<file path="src/rtl/prio_arb_ctrl.sv">
// Eight-way priority arbiter with registered one-hot grant, hold-until-done
// ownership, optional round-robin rotation and a hold-time watchdog.
module prio_arb_ctrl #(
    parameter int MAX_HOLD = 16,
    parameter int CNT_W    = 5
) (
    input  logic       clk,
    input  logic       rst,
    input  logic [7:0] req,
    input  logic       done,
    input  logic       mode,
    output logic [7:0] gnt,
    output logic [2:0] gnt_idx,
    output logic       gnt_vld,
    output logic       timeout
);

    typedef enum logic {
        IDLE,
        BUSY
    } state_t;

    localparam bit WD_EN = (MAX_HOLD != 0);
    localparam int HOLD_LAST_I = (MAX_HOLD > 0) ? MAX_HOLD - 1 : 0;
    localparam logic [CNT_W-1:0] HOLD_LAST = HOLD_LAST_I[CNT_W-1:0];

    state_t           state_q, state_d;
    logic [7:0]       gnt_q, gnt_d;
    logic [2:0]       gnt_idx_q, gnt_idx_d;
    logic             gnt_vld_q, gnt_vld_d;
    logic             timeout_q, timeout_d;
    logic [CNT_W-1:0] hold_cnt_q, hold_cnt_d;
    logic [2:0]       ptr_q, ptr_d;

    logic             win_found;
    logic [2:0]       win_idx;
    logic [2:0]       cand;
    logic             owner_req;
    logic             expire;

    // Winner select: fixed scans 7..0; round-robin scans ptr-1 downward, wrapping, ending at ptr.
    always_comb begin
        win_found = 1'b0;
        win_idx   = 3'd0;
        cand      = 3'd0;
        if (mode) begin
            for (int i = 1; i <= 8; i++) begin
                cand = ptr_q - 3'(i);
                if (!win_found && req[cand]) begin
                    win_found = 1'b1;
                    win_idx   = cand;
                end
            end
        end else begin
            for (int i = 7; i >= 0; i--) begin
                if (!win_found && req[i]) begin
                    win_found = 1'b1;
                    win_idx   = 3'(i);
                end
            end
        end
    end

    assign owner_req = req[gnt_idx_q];
    assign expire    = WD_EN && (hold_cnt_q == HOLD_LAST);

    always_comb begin
        state_d    = state_q;
        gnt_d      = gnt_q;
        gnt_idx_d  = gnt_idx_q;
        gnt_vld_d  = gnt_vld_q;
        timeout_d  = 1'b0;
        hold_cnt_d = hold_cnt_q;
        ptr_d      = ptr_q;
        case (state_q)
            IDLE: begin
                gnt_d      = 8'h00;
                gnt_idx_d  = 3'd0;
                gnt_vld_d  = 1'b0;
                hold_cnt_d = '0;
                if (win_found) begin
                    gnt_d     = 8'h01 << win_idx;
                    gnt_idx_d = win_idx;
                    gnt_vld_d = 1'b1;
                    ptr_d     = win_idx;
                    state_d   = BUSY;
                end
            end
            BUSY: begin
                if (done || !owner_req || expire) begin
                    gnt_d      = 8'h00;
                    gnt_idx_d  = 3'd0;
                    gnt_vld_d  = 1'b0;
                    hold_cnt_d = '0;
                    state_d    = IDLE;
                    // Only a pure watchdog expiry is reported as a timeout.
                    timeout_d  = expire && !done && owner_req;
                end else begin
                    hold_cnt_d = hold_cnt_q + CNT_W'(1);
                end
            end
            default: begin
                state_d    = IDLE;
                gnt_d      = 8'h00;
                gnt_idx_d  = 3'd0;
                gnt_vld_d  = 1'b0;
                hold_cnt_d = '0;
            end
        endcase
    end

    always_ff @(posedge clk) begin
        if (rst) begin
            state_q    <= IDLE;
            gnt_q      <= 8'h00;
            gnt_idx_q  <= 3'd0;
            gnt_vld_q  <= 1'b0;
            timeout_q  <= 1'b0;
            hold_cnt_q <= '0;
            ptr_q      <= 3'd0;
        end else begin
            state_q    <= state_d;
            gnt_q      <= gnt_d;
            gnt_idx_q  <= gnt_idx_d;
            gnt_vld_q  <= gnt_vld_d;
            timeout_q  <= timeout_d;
            hold_cnt_q <= hold_cnt_d;
            ptr_q      <= ptr_d;
        end
    end

    assign gnt     = gnt_q;
    assign gnt_idx = gnt_idx_q;
    assign gnt_vld = gnt_vld_q;
    assign timeout = timeout_q;

endmodule

</file>
<file path="config.mk">
export PLATFORM = sky130hd
export DESIGN_NAME = prio_arb_ctrl
export DESIGN_NICKNAME = d
export VERILOG_FILES = /design/src/rtl/prio_arb_ctrl.sv
export SDC_FILE = /design/constraint.sdc
export NUM_CORES = 1
export LEC_CHECK = 0
export CAP_MARGIN = 15
export CORE_ASPECT_RATIO = 1.2
export CORE_MARGIN = 1
export CORE_UTILIZATION = 60
export DETAILED_ROUTE_END_ITERATION = 7
export DONT_BUFFER_PORTS = 1
export PLACE_DENSITY = 0.76
export SYNTH_ARGS = -nofsm -noshare
export SYNTH_HDL_FRONTEND = slang
export SYNTH_SLANG_ARGS = --single-unit
</file>
<file path="constraint.sdc">
create_clock -name clk -period 4.6 [get_ports clk]
set_input_delay 0.46 -clock clk [delete_from_list [all_inputs] [get_ports clk]]
set_output_delay 0.46 -clock clk [all_outputs]
set_load 0.005 [all_outputs]
</file>
==> impl_metrics.py, run 1 <==
metrics = {
    "logic_synthesis": {
        "async_flop_share": 0,
        "ys_types": 55,
        "syn_area_sq_um": 1930,
        "yosysSeqAreaShare": 0.228,
        "ys_warn_count": 0,
        "yosysMostFrequentCell": "nand2_1",
        "synthTopCellsByCount": "nand2_1 (23), dfxtp_1 (22), mux4_2 (14)",
        "synth_top_area_share": 0.228,
        "ys.flop_type": "dfxtp_1",
        "synth_area_leader_cell": "dfxtp_1",
        "synth_area_leaders": "dfxtp_1 (23%), mux4_2 (16%), mux2_2 (4.7%)",
        "synth_edf_count": 0,
        "synthCells": 203,
        "avgSynthCellArea_sq_um": 9.50,
        "synth_nets": 219,
        "ys_ff_latch": 22,
    },
    "worst_hold_path": {
        "hold_depth": 1,
        "hold_path_end": "ptr_q[1]",
        "hp-start": "rst",
        "min_path_type": "primary input to flip-flop",
    },
    "power": {
        "ir_worst_vdd_mv": 0.504,
        "pwr_density_cell_nw_per_um2": 668,
        "power_leakage_nw": 0.734,
    },
    "route": {
        "vias": 1576,
        "drc": 0,
        "wire_per_inst_um": 18.9,
        "wl_um": 4350,
        "drt_iter0_drc": 63,
        "vias_per_cell": 6.85,
        "ant_nets": 0,
        "firstDrtPassIters": 4,
    },
    "place": {
        "place_inst": 226,
        "pre_cts_ws_ps": 924,
        "hpwlAfterDp_um": 3280,
        "placed_area_sq_um": 1900,
        "gp_congestion": 0.944,
        "io_buffers": 0,
    },
    "critical_path": {
        "cp_cell_sequence": "buf_4 -> inv_2 -> ha_1 -> mux2_1 -> mux4_2 -> and4bb_2 -> a41o_2 -> or2_1 -> nand3b_1 -> nor2_2 -> a22o_1",
        "regToRegEndpoint": "gnt[5]",
        "r2r-start": "ptr_q[0]",
        "critPathMaxStageDelay_ps": 640,
        "critPathCaptureType": "flip-flop",
        "crit_path_top_delay_cell": "ha_1",
        "required_ps": 4830,
        "path_max_fanout": 15,
        "start_kind": "flip-flop",
        "path_class": "flip-flop to flip-flop",
        "arrival_ps": 3960,
        "r2r_slack_ps": 860,
        "r2r_cells": 11,
    },
    "global_routing": {
        "grt_max_degree": 19,
        "grt_pass1_wl_um": 7250,
        "antenna_found_initial": 0,
        "overflow": 0,
        "first_global_vias": 1501,
        "track_usage": 0.282,
    },
    "clocking": {
        "htreeDepth": 1,
        "post_cts_buffers": 0,
        "cts_hold_buf": 0,
        "cts.path.max_buffers": 2,
        "root_buffer": "clkbuf_4",
        "clk_latency_ps": 320,
        "cts.sinks": 22,
        "cts_tree": "yes",
        "numCtsBuffers": 3,
        "clk_pin_slew_worst_paths_ps": 120,
        "cts_resized": 0,
    },
    "sta": {
        "fmax_mhz": 268,
        "finalCritPeriodShare": 0.812,
        "drv_slew": 0,
        "finalWorstSetupSlack_ps": 865,
        "setup_viol": 0,
        "fin_skew_ps": 15.1,
        "fin_crit_ps": 3740,
        "finalSetupTns_ps": 0,
        "rsz0062_at_grt": "false",
        "hold_viol": 0,
        "tightest_slew_ps": 1010,
        "slew_headroom": 0.328,
    },
    "run": {
        "cap_violations": 0,
    },
    "die": {
        "core-area_sq_um": 3060,
        "dieHeight_um": 64.1,
        "start_util": 0.631,
        "io_pins": 25,
        "chipWidth_um": 53.8,
        "die_area_sq_um": 3450,
        "rows": 22,
    },
    "final_layout": {
        "fin_area_sq_um": 1950,
        "utilization": 0.640,
        "drive_above_1_share": 0.227,
        "nNetsFinal": 211,
        "nFillCells": 249,
        "multiInputGateArea_sq_um": 1360,
        "fin_cells": 230,
        "diodes": 0,
        "area_growth_pct": 1.36,
        "regArea_sq_um": 440,
    },
    "outcome": {
        "outcome": "finished clean",
    },
}
## critical path: cells and delay by family, from the launching register on
family | cells | cell delay [ps]
and+or+nand+nor | 4 | 910
adders and majority gates | 1 | 640
buffers and inverters | 2 | 340
muxes | 2 | 950
DFF | 1 | 330
AOI/OAI and AO/OA | 2 | 480
## worst max-delay path by stage
stage | startpoint | endpoint | cells after the start | slack (ps)
floorplan | ptr_q[1] | gnt[7] | 13 | 1140
global placement | ptr_q[0] | gnt[5] | 11 | 1030
detailed placement | ptr_q[0] | gnt[7] | 11 | 920
CTS | ptr_q[0] | gnt[5] | 11 | 870
global route | ptr_q[0] | gnt[7] | 11 | 650
finish | ptr_q[0] | gnt[5] | 11 | 860
## placed cells by master (no fill, tap or decap), types with 5 or more instances in the layout
master    n
nor2_1   12
and2_1    5
o21ai_1   5
mux4_2   14
a21oi_1   7
inv_1     9
mux2_2    8
mux2i_1   5
nand2_1  23
o21ai_0   5
dfxtp_1  22
## final cells by class
type,count,area share
clock buffer,3,0.0115
clock inverter,1,0.0154
sequential,22,0.225
timing repair buffer,2,0.00768
multi-input combinational,156,0.698
tap,36,0.0230
inverter,10,0.0192
## power by group
group,switching (mW),internal (mW)
Clock,0.0580,0.0882
Combinational,0.481,0.399
Sequential,0.0504,0.230
Total,0.590,0.717
## layer usage
layer | share of wire | vias up | wire length [um] | GRT usage
met1 | 0.42 | 770 | 1810 | 0.380
li1 | - | 737 | - | -
met3 | 0.054 | 11 | 235 | 0.0357
met4 | 0.020 | 0 | 87 | 0.109
met5 | 0 | - | 0 | 0
met2 | 0.51 | 58 | 2220 | 0.446
## per-stage QoR
stage / total power [mW] / hold WS [ps]
3_3_place_gp: 1.13 / 438
5_1_grt: 1.39 / 179
2_1_floorplan: 1.03 / 420
6_report: 1.31 / 192
3_5_place_dp: 1.15 / 449
4_1_cts: 1.30 / 189
## logic make-up (layout without fill, tap and decap cells)
family	after synthesis	count (layout)	share of synthesized area
buf+inv	25	16	0.0642
mux	33	33	0.285
flops	22	22	0.228
compound gates	45	45	0.174
fa+ha+maj	4	4	0.0260
simple gates	68	68	0.195
xor+xnor	6	6	0.0273
## flip-flops by register name, indices dropped and copies added, names as in the netlist
register	count
gnt_vld	1
hold_cnt_q	5
gnt	8
ptr_q	3
timeout	1
gnt_idx	3
state_q	1
No activity file was read; power rests on OpenSTA's default activity.
==> run 2: changes to the inputs <==
==> constraint.sdc (replaced) <==
create_clock -name clk -period 3.6 [get_ports clk]
set_input_delay 0.36 -clock clk [delete_from_list [all_inputs] [get_ports clk]]
set_output_delay 0.36 -clock clk [all_outputs]
set_load 0.005 [all_outputs]
==> run 2 against run 1 <==
  * Via count up 0.95%
  * Die area unchanged
  * Combinational power up 33%
  * Global-route usage up 2.5 points
  * Clock power up 29%
  * Fmax up 14%
  * Sequential cell count unchanged
  * Clock skew down 9.2 ps
  * Critical path type unchanged
  * Critical endpoint unchanged
  * Highest routed layer unchanged
==> impl_metrics.py, run 2 (synthesized netlist as in run 1, its figures left out) <==
metrics = {
    "outcome": {
        "outcome": "finished clean",
    },
    "global_routing": {
        "top_usage_layer": "met2",
        "grt_max_degree": 19,
        "antenna_found_initial": 0,
        "overflow": 0,
        "first_global_vias": 1567,
        "track_usage": 0.306,
        "grt_pass1_wl_um": 7760,
        "grt_use_met2": 0.495,
        "grt_util_met1": 0.395,
        "met3_usage": 0.0214,
    },
    "final_layout": {
        "utilization": 0.645,
        "nNetsFinal": 213,
        "final_common_cell": "nand2_1",
        "nFillCells": 251,
        "largest_reg_flops": 8,
        "diodes": 0,
        "area_growth_pct": 2.14,
        "drive_above_1_share": 0.235,
        "layout_common_cells": "nand2_1 (23), dfxtp_1 (22), mux4_2 (14), nor2_1 (12), inv_1 (9)",
    },
    "route": {
        "firstDrtPassIters": 4,
        "drc": 0,
        "drt_iter0_drc": 80,
        "ant_nets": 0,
        "wl_um": 4540,
        "vias": 1591,
        "wire_per_inst_um": 19.6,
        "vias_per_cell": 6.86,
    },
    "place": {
        "hpwlAfterDp_um": 3440,
        "pre_cts_ws_ps": 389,
        "gp_congestion": 0.974,
        "io_buffers": 0,
    },
    "sta": {
        "fin_skew_ps": 5.91,
        "finalWorstSetupSlack_ps": 321,
        "finalCritPeriodShare": 0.911,
        "finalSetupTns_ps": 0,
        "fmax_mhz": 305,
        "rsz0062_at_grt": "false",
        "fin_crit_ps": 3280,
        "tightest_slew_ps": 1030,
        "setup_viol": 0,
        "drv_slew": 0,
        "hold_viol": 0,
        "slew_headroom": 0.315,
    },
    "clocking": {
        "clk_latency_ps": 320,
        "numCtsBuffers": 3,
        "clk_pin_slew_worst_paths_ps": 120,
        "root_buffer": "clkbuf_4",
        "post_cts_buffers": 0,
        "cts.sinks": 22,
        "cts.path.max_buffers": 2,
        "htreeDepth": 1,
        "cts_hold_buf": 0,
        "cts_tree": "yes",
        "cts_resized": 0,
    },
    "die": {
        "io_pins": 25,
        "core-area_sq_um": 3060,
        "die_area_sq_um": 3450,
        "start_util": 0.631,
        "chipWidth_um": 53.8,
        "rows": 22,
        "dieHeight_um": 64.1,
    },
    "worst_hold_path": {
        "min_path_type": "primary input to flip-flop",
        "hp-start": "rst",
    },
    "power": {
        "power_leakage_nw": 0.744,
        "ir_worst_vdd_mv": 0.490,
        "pwr_density_cell_nw_per_um2": 862,
    },
    "critical_path": {
        "critPathCaptureType": "flip-flop",
        "r2r-start": "ptr_q[1]",
        "start_kind": "flip-flop",
        "path_class": "flip-flop to flip-flop",
        "arrival_ps": 3500,
        "cp-startpoint": "ptr_q[1]",
        "required_ps": 3820,
        "path_max_fanout": 9,
    },
    "run": {
        "cap_violations": 0,
    },
}
-- run 2: area by class of cell --
cell class                 instances  area [sq um]  share of cell area
tap                               36          45.0              0.0229
clock buffer                       3          22.5              0.0114
inverter                          10          37.5              0.0191
clock inverter                     1          30.0              0.0152
multi-input combinational        156          1360               0.693
timing repair buffer               4          30.0              0.0152
sequential                        22           440               0.224
-- run 2: where the power goes --
group / switching (mW) / internal, mW
sequential: 0.0472 / 0.294
combinational: 0.643 / 0.525
clock: 0.0758 / 0.113
-- run 2: worst paths after layout --
check,end,slack [ps],depth (start not counted)
worst min register to register,hold_cnt_q[0],460,1
worst min-delay path,ptr_q[1],90,1
worst max register to register,gnt[5],320,10
worst max-delay path,gnt[5],320,10
-- run 2: worst max-delay path, stage by stage, from the launching register on --
cell and delay (ps):
dfxtp_1 360, inv_1 90, ha_1 460, mux2_1 400, mux4_2 550, and4bb_2 390, a41o_2 250, or2_1 240
nand3b_1 200, nor2_2 50, a22o_1 200
-- run 2: per-layer routing --
metal | routed length, um | part of all wire | vias up
met2 | 2320 | 0.51 | 64
met5 | 0 | 0 | -
met4 | 176 | 0.039 | 0
li1 | - | - | 746
met1 | 1820 | 0.40 | 766
met3 | 230 | 0.051 | 15
-- run 2: stage by stage --
stage	cell area [sq um]	hold slack [ps]	instances	total power, mW
6_report	1970	90.9	232	1.70
5_1_grt	1970	82.7	232	1.82
4_1_cts	1970	85.5	232	1.69
3_5_place_dp	1920	435	228	1.50
3_3_place_gp	1920	430	228	1.47
2_1_floorplan	1930	420	203	1.31
